--- src/rtl/pipe_ctrl_pkg.sv ---
// Shared codes and helpers for the pipeline hazard/forwarding controller.
package pipe_ctrl_pkg;

   localparam logic [1:0] RES_ALU = 2'b00;
   localparam logic [1:0] RES_MEM = 2'b01;
   localparam logic [1:0] RES_PC8 = 2'b10;

   localparam logic [1:0] TUSE_BR   = 2'd0;
   localparam logic [1:0] TUSE_ALU  = 2'd1;
   localparam logic [1:0] TUSE_ST   = 2'd2;
   localparam logic [1:0] TUSE_NONE = 2'd3;

   localparam logic [1:0] FWD_D_RDATA   = 2'b00;
   localparam logic [1:0] FWD_D_M_RDATA = 2'b01;
   localparam logic [1:0] FWD_D_M_PC8   = 2'b10;

   localparam logic [1:0] FWD_E_RDATA   = 2'b00;
   localparam logic [1:0] FWD_E_W_RDATA = 2'b01;
   localparam logic [1:0] FWD_E_M_RDATA = 2'b10;
   localparam logic [1:0] FWD_E_M_PC8   = 2'b11;

   localparam logic FWD_M_W_RDATA = 1'b0;
   localparam logic FWD_M_RDATA2  = 1'b1;

   // Shadow widths: E {rs,rt,wreg,src,tnew}, M {rt,wreg,src,tnew}, W {wreg}
   localparam int E_W = 19;
   localparam int M_W = 14;
   localparam int W_W = 5;

   function automatic logic reg_match(input logic [4:0] r, input logic [4:0] wreg);
      return (r != 5'd0) && (r == wreg);
   endfunction

   function automatic logic [1:0] tnew_at_entry(input logic [1:0] src);
      case (src)
         RES_MEM: return 2'd2;
         RES_PC8: return 2'd0;
         default: return 2'd1;
      endcase
   endfunction

   function automatic logic [1:0] dec_tnew(input logic [1:0] tnew);
      return (tnew == 2'd0) ? 2'd0 : tnew - 2'd1;
   endfunction

endpackage

--- src/rtl/hfc_stage_reg.sv ---
// One shadow pipeline stage: clears on reset or when a bubble is inserted.
module hfc_stage_reg #(
   parameter int W = 19
) (
   input  logic         i_clk,
   input  logic         i_rst_n,
   input  logic         i_bubble,
   input  logic [W-1:0] i_d,
   output logic [W-1:0] o_q
);

   logic [W-1:0] r_q;

   always_ff @(posedge i_clk or negedge i_rst_n) begin
      if (!i_rst_n)
         r_q <= '0;
      else if (i_bubble)
         r_q <= '0;
      else
         r_q <= i_d;
   end

   assign o_q = r_q;

endmodule

--- src/rtl/hazard_forward_ctrl.sv ---
// Hazard detection and forward-select generation for the 5-stage pipeline,
// driven by a shadow copy of register numbers, result sources and Tnew.
module hazard_forward_ctrl
   import pipe_ctrl_pkg::*;
#(
   parameter int PERF_W = 32
) (
   input  logic              clk,
   input  logic              reset_n,
   input  logic [4:0]        D_rs,
   input  logic [4:0]        D_rt,
   input  logic [1:0]        D_tuse_rs,
   input  logic [1:0]        D_tuse_rt,
   input  logic [4:0]        D_wreg,
   input  logic [1:0]        D_res_src,
   output logic              stall,
   output logic              flush_E,
   output logic [1:0]        ForwardRSD,
   output logic [1:0]        ForwardRTD,
   output logic [1:0]        ForwardRSE,
   output logic [1:0]        ForwardRTE,
   output logic              ForwardRTM,
   output logic [PERF_W-1:0] stall_cnt
);

   logic [E_W-1:0]    w_e_in, w_e_q;
   logic [M_W-1:0]    w_m_in, w_m_q;
   logic [W_W-1:0]    w_w_wreg;
   logic [4:0]        w_e_rs, w_e_rt, w_e_wreg, w_m_rt, w_m_wreg;
   logic [1:0]        w_e_src, w_e_tnew, w_m_src, w_m_tnew;
   logic              w_stall;
   logic [PERF_W-1:0] r_stall_cnt;

   assign w_e_in = {D_rs, D_rt, D_wreg, D_res_src, tnew_at_entry(D_res_src)};
   assign {w_e_rs, w_e_rt, w_e_wreg, w_e_src, w_e_tnew} = w_e_q;
   assign w_m_in = {w_e_rt, w_e_wreg, w_e_src, dec_tnew(w_e_tnew)};
   assign {w_m_rt, w_m_wreg, w_m_src, w_m_tnew} = w_m_q;

   hfc_stage_reg #(.W(E_W)) u_stage_e (
      .i_clk(clk), .i_rst_n(reset_n), .i_bubble(w_stall), .i_d(w_e_in), .o_q(w_e_q)
   );
   hfc_stage_reg #(.W(M_W)) u_stage_m (
      .i_clk(clk), .i_rst_n(reset_n), .i_bubble(1'b0), .i_d(w_m_in), .o_q(w_m_q)
   );
   hfc_stage_reg #(.W(W_W)) u_stage_w (
      .i_clk(clk), .i_rst_n(reset_n), .i_bubble(1'b0), .i_d(w_m_wreg), .o_q(w_w_wreg)
   );

   // The D-stage bypass has no E-stage source, so a branch-time use of an E result always waits.
   function automatic logic src_stall(input logic [4:0] s, input logic [1:0] tuse);
      if (tuse == TUSE_NONE)
         return 1'b0;
      return (reg_match(s, w_e_wreg) && ((tuse < w_e_tnew) || (tuse == TUSE_BR))) ||
             (reg_match(s, w_m_wreg) && (tuse < w_m_tnew));
   endfunction

   function automatic logic [1:0] fwd_d(input logic [4:0] s);
      if (reg_match(s, w_m_wreg) && (w_m_tnew == 2'd0)) begin
         if (w_m_src == RES_PC8)
            return FWD_D_M_PC8;
         if (w_m_src == RES_ALU)
            return FWD_D_M_RDATA;
      end
      return FWD_D_RDATA;
   endfunction

   // A MEM-sourced match in M falls through to the W check.
   function automatic logic [1:0] fwd_e(input logic [4:0] s);
      if (reg_match(s, w_m_wreg) && (w_m_src == RES_PC8))
         return FWD_E_M_PC8;
      if (reg_match(s, w_m_wreg) && (w_m_src == RES_ALU))
         return FWD_E_M_RDATA;
      if (reg_match(s, w_w_wreg))
         return FWD_E_W_RDATA;
      return FWD_E_RDATA;
   endfunction

   assign w_stall    = src_stall(D_rs, D_tuse_rs) | src_stall(D_rt, D_tuse_rt);
   assign stall      = w_stall;
   assign flush_E    = w_stall;
   assign ForwardRSD = fwd_d(D_rs);
   assign ForwardRTD = fwd_d(D_rt);
   assign ForwardRSE = fwd_e(w_e_rs);
   assign ForwardRTE = fwd_e(w_e_rt);
   assign ForwardRTM = reg_match(w_m_rt, w_w_wreg) ? FWD_M_W_RDATA : FWD_M_RDATA2;

   always_ff @(posedge clk or negedge reset_n) begin
      if (!reset_n)
         r_stall_cnt <= '0;
      else if (w_stall && (r_stall_cnt != {PERF_W{1'b1}}))
         r_stall_cnt <= r_stall_cnt + PERF_W'(1);
   end

   assign stall_cnt = r_stall_cnt;

endmodule

--- config.mk ---
export PLATFORM = sky130hd
export DESIGN_NAME = hazard_forward_ctrl
export DESIGN_NICKNAME = d
export VERILOG_FILES = /design/src/rtl/pipe_ctrl_pkg.sv /design/src/rtl/hfc_stage_reg.sv /design/src/rtl/hazard_forward_ctrl.sv
export SDC_FILE = /design/constraint.sdc
export NUM_CORES = 1
export LEC_CHECK = 0
export ABC_CLOCK_PERIOD_IN_PS = 2900
export CAP_MARGIN = 15
export CORE_MARGIN = 3
export CORE_UTILIZATION = 24
export DETAILED_ROUTE_END_ITERATION = 8
export HOLD_SLACK_MARGIN = 0.12
export PLACE_DENSITY_LB_ADDON = 0.1
export SLEW_MARGIN = 0
export SYNTH_ARGS = -nofsm -noshare
export SYNTH_HDL_FRONTEND = slang
export SYNTH_SLANG_ARGS = --single-unit
--- constraint.sdc ---
create_clock -name clk -period 2.9 [get_ports clk]
set_input_delay 0.58 -clock clk [delete_from_list [all_inputs] [get_ports clk]]
set_output_delay 0.58 -clock clk [all_outputs]
set_load 0.01 [all_outputs]
==> results of run 1 <==
## layout make-up
| type | instances | area [µm²] |
|---|---|---|
| Clock buffer | 10 | 229 |
| Clock inverter | 6 | 110 |
| Fill cell | 1439 | 9090 |
| Inverter | 5 | 18.8 |
| Multi-Input combinational cell | 238 | 1710 |
| Sequential cell | 70 | 1750 |
| Tap cell | 180 | 225 |
| Timing Repair Buffer | 89 | 851 |
## Yosys cell counts, drive strengths merged, types with 3 or more instances
| cell | count |
|---|---|
| nor2 | 19 |
| nor3b | 4 |
| or4 | 5 |
| inv | 5 |
| nor3 | 28 |
| xor2 | 53 |
| and2 | 20 |
| nand2 | 13 |
| buf | 7 |
| xnor2 | 22 |
| a21oi | 3 |
| clkbuf | 4 |
| and3 | 5 |
| ha | 6 |
| nand3 | 12 |
| dfrtp | 70 |
| nor4 | 12 |
| o21ai | 4 |
| nand4 | 17 |
## through the flow
step | TNS (ns) | instances | hold slack (ns)
after floorplan | 0 | 324 | 0.284
after detailed placement | -13.82 | 581 | 0.343
final | 0 | 598 | 0.336
after global placement | -11.98 | 581 | 0.337
after global routing | 0 | 598 | 0.364
after CTS | 0 | 598 | 0.361
## routing by layer
metal	vias up	global-route usage (%)	share of wire (%)
met1	1294	15.4	45
met3	9	4.50	4.6
li1	1296	-	-
met2	51	19.6	49
met4	0	3.91	1.3
met5	-	0	0
## worst max-delay path by stage
stage	from	end	slack, ns	cells past startpoint
5_1_grt	u_stage_e.o_q[11]$_DFF_PN0_	ForwardRTE[0]	0.003	5
2_1_floorplan	D_rs[1]	stall	0.05	8
6_report	u_stage_e.o_q[11]$_DFF_PN0_	ForwardRTE[0]	0.06	5
4_1_cts	D_rt[4]	flush_E	0.002	7
3_3_place_gp	D_rs[1]	flush_E	-0.48	7
3_5_place_dp	D_rt[1]	flush_E	-0.52	7
## critical path, stage by stage (launching register included)
cell             delay, ns
dfrtp_1               0.45
or4_1                 0.54
nor2_2                0.13
nor4_2                0.08
o21ai_0               0.17
clkdlybuf4s50_1       0.56
## power groups by stage
stage	Clock, mW	Combinational, mW	Sequential (mW)
finish	1.27	0.386	1.16
global route	1.36	0.431	1.18
CTS	1.31	0.390	1.16
detailed placement	0	0.385	1.18
global placement	0	0.385	1.18
floorplan	0	0.174	1.17
## sequential cells by signal, summed over array words and instances (netlist names)
signal         cells
stall_cnt         32
u_stage_e.o_q     19
u_stage_m.o_q     14
u_stage_w.o_q      5
## cell families after synthesis
kind of cell             share of synthesized area, %
XOR/XNOR                                         19.0
AND/OR/NAND/NOR                                  23.1
multiplexers                                    0.326
AO/OA/AOI/OAI                                    2.46
adder cells (fa/ha/maj)                          2.17
flip-flops                                       50.7
buffers and inverters                            2.21
## placed cells by master (no fill, tap or decap), drive strengths merged, types with 4 or more instances in the layout
cell type	instances
and2	20
and3	5
buf	27
clkbuf	10
clkdlybuf4s50	47
dfrtp	70
dlygate4sd2	9
ha	6
inv	5
nand2	13
nand3	12
nand4	17
nor2	19
nor3	28
nor3b	4
nor4	12
o21ai	4
or4	5
xnor2	22
xor2	53
## repair_timing
action | in CTS | in global routing
pin swaps | 5 | 2
resized for setup | 33 | 15
endpoints found under the setup margin | 30 | 11
buffers inserted | 1 | 0
==> results.py, run 1 <==
metrics = {
    "status": {
        "status": "finished clean",
    },
    "detailed_routing": {
        "drt_iter0_markers": 137,
        "first_pass_iters": 4,
        "vias_per_cell": 4.43,
        "wl_per_cell_um": 15.2,
        "drc": 0,
        "vias": 2650,
        "wl_mm": 9.11,
        "detail-route-antenna-nets": 0,
    },
    "synth": {
        "yosysSeqAreaShare_pct": 50.7,
        "syn_area_mm2": 0.00345,
        "synthCells": 324,
        "ys.flop_type": "dfrtp_1",
        "yosysWarnings": 0,
        "synth.top_cell.area_share_pct": 50.7,
        "post-synth-top-area-cell": "dfrtp_1",
        "synth-edff-count": 0,
        "synth_fp_nets": 353,
        "async_flop_share_pct": 100,
        "syn_area_per_cell_um2": 10.7,
        "yosys.cell_types.count": 32,
        "ys_top_cells_by_area": "dfrtp_1 (51%), xor2_1 (13%), xnor2_1 (5.6%)",
        "synth_seq_cells": 70,
    },
    "power_and_ir_drop": {
        "seqPwrFrac_pct": 41.1,
        "p_comb_share_pct": 13.7,
        "p_int_mw": 2.11,
        "powerDensity_mw_per_mm2": 575,
        "vdd_drop_max_v": 0.000279,
        "swShare_pct": 25.1,
        "p_total_mw": 2.82,
        "clkPwrFrac_pct": 45.2,
        "p_sw_mw": 0.707,
        "total_leakage_power_nw": 2.16,
    },
    "global_routing": {
        "antenna_found_initial": 0,
        "grt_max_degree": 39,
        "track_usage_pct": 12.2,
        "gr-total-overflow": 0,
        "grt_pass1_wl_mm": 15.2,
        "grt_pass1_vias": 2820,
    },
    "sta": {
        "finalHoldViolations": 0,
        "slew_headroom_pct": 45.7,
        "fin_skew_ns": 0.00434,
        "layout_min_cycle_time_ns": 2.84,
        "final.setup.worst_slack_ns": 0.0631,
        "worst_pin_slew_ns": 0.815,
        "fin_crit_sh_pct": 97.8,
        "fmax_mhz": 353,
        "finalSetupViolCount": 0,
        "drv_slew": 0,
        "grt_setup_unrepaired": "no",
    },
    "floorplanning": {
        "die-area_mm2": 0.0159,
        "core_mm2": 0.0140,
        "start_util_pct": 24.7,
        "ios": 66,
        "dieHeight_um": 126,
        "die_w_um": 126,
        "num_rows": 43,
    },
    "clocking": {
        "cts_buffers": 9,
        "cts_tree": "built",
        "cts_hold_buf": 0,
        "path_clk_slew_ns": 0.06,
        "cts-htree-levels": 3,
        "cts.path.max_buffers": 2,
        "clock-sinks": 70,
        "root_buffer": "clkbuf_16",
        "worstSkewPairLatency_ns": 0.33,
    },
    "placement": {
        "routabilityCongestion": 0.739,
        "port_buffers": 65,
        "dpl_worst_slack_ns": -0.522,
        "placed_area_mm2": 0.00446,
        "dpl.hpwl_mm": 6.67,
    },
    "final_layout": {
        "post_route_cells_drive_above_1_share_pct": 15.1,
        "area_growth_pct": 42.0,
        "utilization_pct": 35.0,
        "diodes": 0,
        "layout.nets": 442,
        "stdcell_area_mm2": 0.00490,
    },
    "setup_path": {
        "end_kind": "output port",
        "reg2reg_depth": 8,
        "criticalPathCategory": "reg2out",
        "worstPathRequired_ns": 2.32,
        "worstPathMaxFanout": 4,
        "critical_path.startpoint_type": "register",
        "r2r_setup_slack_ns": 0.37,
        "worstPathArrival_ns": 2.26,
        "reg2reg_to": "stall_cnt[1]$_DFFE_PN0P_",
        "rr_startpoint": "stall_cnt[0]$_DFFE_PN0P_",
    },
    "min_path": {
        "hold_path_class": "in2async",
    },
    "job": {
        "maxCapViolations": 0,
    },
}
Power figures use the tool's default switching activity.
==> run 2, diff against run 1 <==
- CORE_MARGIN: 3 -> 10
==> run 2 against run 1 <==
Die area is 23% higher; combinational power hardly changed; highest routed layer unchanged; total power is 8.1% lower; sequential power hardly changed; count of clock-buffer cells in the layout is 6 higher; register-to-register slack better by 0.05 ns.
==> results.py, run 2 (synthesis results as in run 1) <==
metrics = {
    "power_and_ir_drop": {
        "powerDensity_mw_per_mm2": 539,
        "clkPwrFrac_pct": 40.3,
        "p_comb_share_pct": 14.9,
        "swShare_pct": 25.7,
        "seqPwrFrac_pct": 44.9,
        "p_int_mw": 1.92,
        "vdd_drop_max_v": 0.000181,
        "p_sw_mw": 0.666,
        "total_leakage_power_nw": 2.13,
    },
    "clocking": {
        "cts.path.max_buffers": 2,
        "worstSkewPairLatency_ns": 0.33,
        "path_clk_slew_ns": 0.05,
        "cts_tree": "built",
        "root_buffer": "clkbuf_16",
        "clock-sinks": 70,
        "cts-htree-levels": 3,
        "cts_buffers": 9,
    },
    "final_layout": {
        "layout.nets": 443,
        "area_growth_pct": 39.1,
        "fillers": 1468,
        "diodes": 0,
        "post_route_cells_drive_above_1_share_pct": 12.9,
        "utilization_pct": 34.3,
        "final_common_cell": "dfrtp_1",
        "final_cell_mix": "dfrtp_1 (70), xor2_1 (53), clkdlybuf4s50_1 (48)",
        "stdcell_area_mm2": 0.00480,
        "largest_reg_flops": 32,
    },
    "floorplanning": {
        "dieHeight_um": 140,
        "die-area_mm2": 0.0196,
        "ios": 66,
        "die_w_um": 140,
        "start_util_pct": 24.7,
        "core_mm2": 0.0140,
        "num_rows": 43,
    },
    "min_path": {
        "hold_path_class": "reg2reg",
    },
    "global_routing": {
        "grt_pass1_vias": 2934,
        "gr-total-overflow": 0,
        "grt_max_degree": 42,
        "track_usage_pct": 10.0,
        "antenna_found_initial": 0,
        "grt_pass1_wl_mm": 15.8,
    },
    "sta": {
        "finalSetupViolCount": 0,
        "worst_pin_slew_ns": 0.461,
        "drv_slew": 0,
        "slew_headroom_pct": 69.0,
        "fin_crit_sh_pct": 97.6,
        "tns_ns": 0,
        "fin_skew_ns": 0.00576,
        "whs_ns": 0.347,
        "finalHoldViolations": 0,
        "grt_setup_unrepaired": "yes",
        "fmax_mhz": 353,
        "layout_min_cycle_time_ns": 2.83,
    },
    "setup_path": {
        "end_kind": "output port",
        "rr_startpoint": "stall_cnt[0]$_DFFE_PN0P_",
        "reg2reg_to": "stall_cnt[1]$_DFFE_PN0P_",
        "reg2reg_depth": 8,
        "setup.worst_path.start": "u_stage_e.o_q[10]$_DFF_PN0_",
        "cp_cell_sequence": "or4_1, nor2_2, nor4_2, o21ai_0, clkdlybuf4s50_1",
        "worstPathMaxFanout": 4,
        "critPathMaxStageDelay_ns": 0.56,
        "worstPathArrival_ns": 2.25,
        "criticalPathCategory": "reg2out",
        "critical_path.startpoint_type": "register",
        "r2r_setup_slack_ns": 0.42,
        "slowest_stage": "clkdlybuf4s50_1",
        "critPathCapture": "ForwardRTE[0]",
        "worstPathRequired_ns": 2.32,
    },
    "placement": {
        "dpl.hpwl_mm": 7.12,
        "port_buffers": 65,
        "placed_area_mm2": 0.00447,
        "routabilityCongestion": 0.732,
    },
    "detailed_routing": {
        "drt_iter0_markers": 138,
        "wl_per_cell_um": 15.8,
        "wl_mm": 9.45,
        "vias_per_cell": 4.41,
        "detail-route-antenna-nets": 0,
        "first_pass_iters": 4,
        "vias": 2642,
        "drc": 0,
    },
    "status": {
        "status": "finished clean",
    },
    "job": {
        "maxCapViolations": 0,
    },
}
[run 2: cell types whose count changed in the layout (fill, tap and decap cells not counted), moves of 2 or more]
cell        change
nor4_2          -4
nor4_1          +4
clkinvlp_4      -2
clkbuf_8        +3
clkbuf_1        +3
bufinv_16       -3
[run 2: per-layer routing]
metal,global-route usage [%],routed length [µm],share of wire (%)
met1,11.8,4260,45
met2,16.2,4460,47
met3,3.48,553,5.9
met4,4.51,171,1.8
met5,0,0,0
[run 2: worst max-delay path: cells and delay by family (launching register included)]
kind | cells | cell delay [ns]
buf+inv | 1 | 0.56
compound gates | 1 | 0.17
flops | 1 | 0.43
simple gates | 3 | 0.76
[run 2: through the flow]
stage	setup WS [ns]	instances	total power, mW
after global placement	-0.515	581	1.56
after floorplan	0.0495	324	1.34
final	0.0697	599	2.59
after CTS	0.000976	599	2.63
after global routing	-0.0711	599	2.74
after detailed placement	-0.483	581	1.57
[run 2: layout make-up]
| type | count | area (µm²) | share of cell area, % |
|---|---|---|---|
| inverters | 5 | 18.8 | 0.391 |
| repair buffers | 90 | 853 | 17.8 |
| clock buffers | 16 | 282 | 5.86 |
| well taps | 180 | 225 | 4.69 |
| flip-flops and latches | 70 | 1750 | 36.5 |
| multi-input cells | 238 | 1670 | 34.8 |
[run 2: power groups by stage]
stage	Sequential (mW)	Combinational, mW	Clock, mW
4_1_cts	1.16	0.393	1.08
3_5_place_dp	1.18	0.387	0
2_1_floorplan	1.17	0.174	0
3_3_place_gp	1.18	0.385	0
5_1_grt	1.18	0.428	1.13
6_report	1.16	0.385	1.04
[run 2: worst min path at each step]
stage	startpoint	cells past startpoint	endpoint
final	u_stage_e.o_q[3]$_DFF_PN0_	0	u_stage_m.o_q[3]$_DFF_PN0_
after floorplan	reset_n	0	stall_cnt[0]$_DFFE_PN0P_
after global routing	u_stage_e.o_q[3]$_DFF_PN0_	0	u_stage_m.o_q[3]$_DFF_PN0_
after global placement	u_stage_e.o_q[2]$_DFF_PN0_	0	u_stage_m.o_q[2]$_DFF_PN0_
after detailed placement	u_stage_e.o_q[3]$_DFF_PN0_	0	u_stage_m.o_q[3]$_DFF_PN0_
after CTS	u_stage_e.o_q[3]$_DFF_PN0_	0	u_stage_m.o_q[3]$_DFF_PN0_
[run 2: timing repair]
item | 4_1_cts | 5_1_grt
resized for setup | 31 | 9
pin swaps | 7 | 4
hold buffers | 1 | 0
buffers inserted | 1 | 0
hold endpoints to repair | 9 | 0
endpoints found under the setup margin | 7 | 5
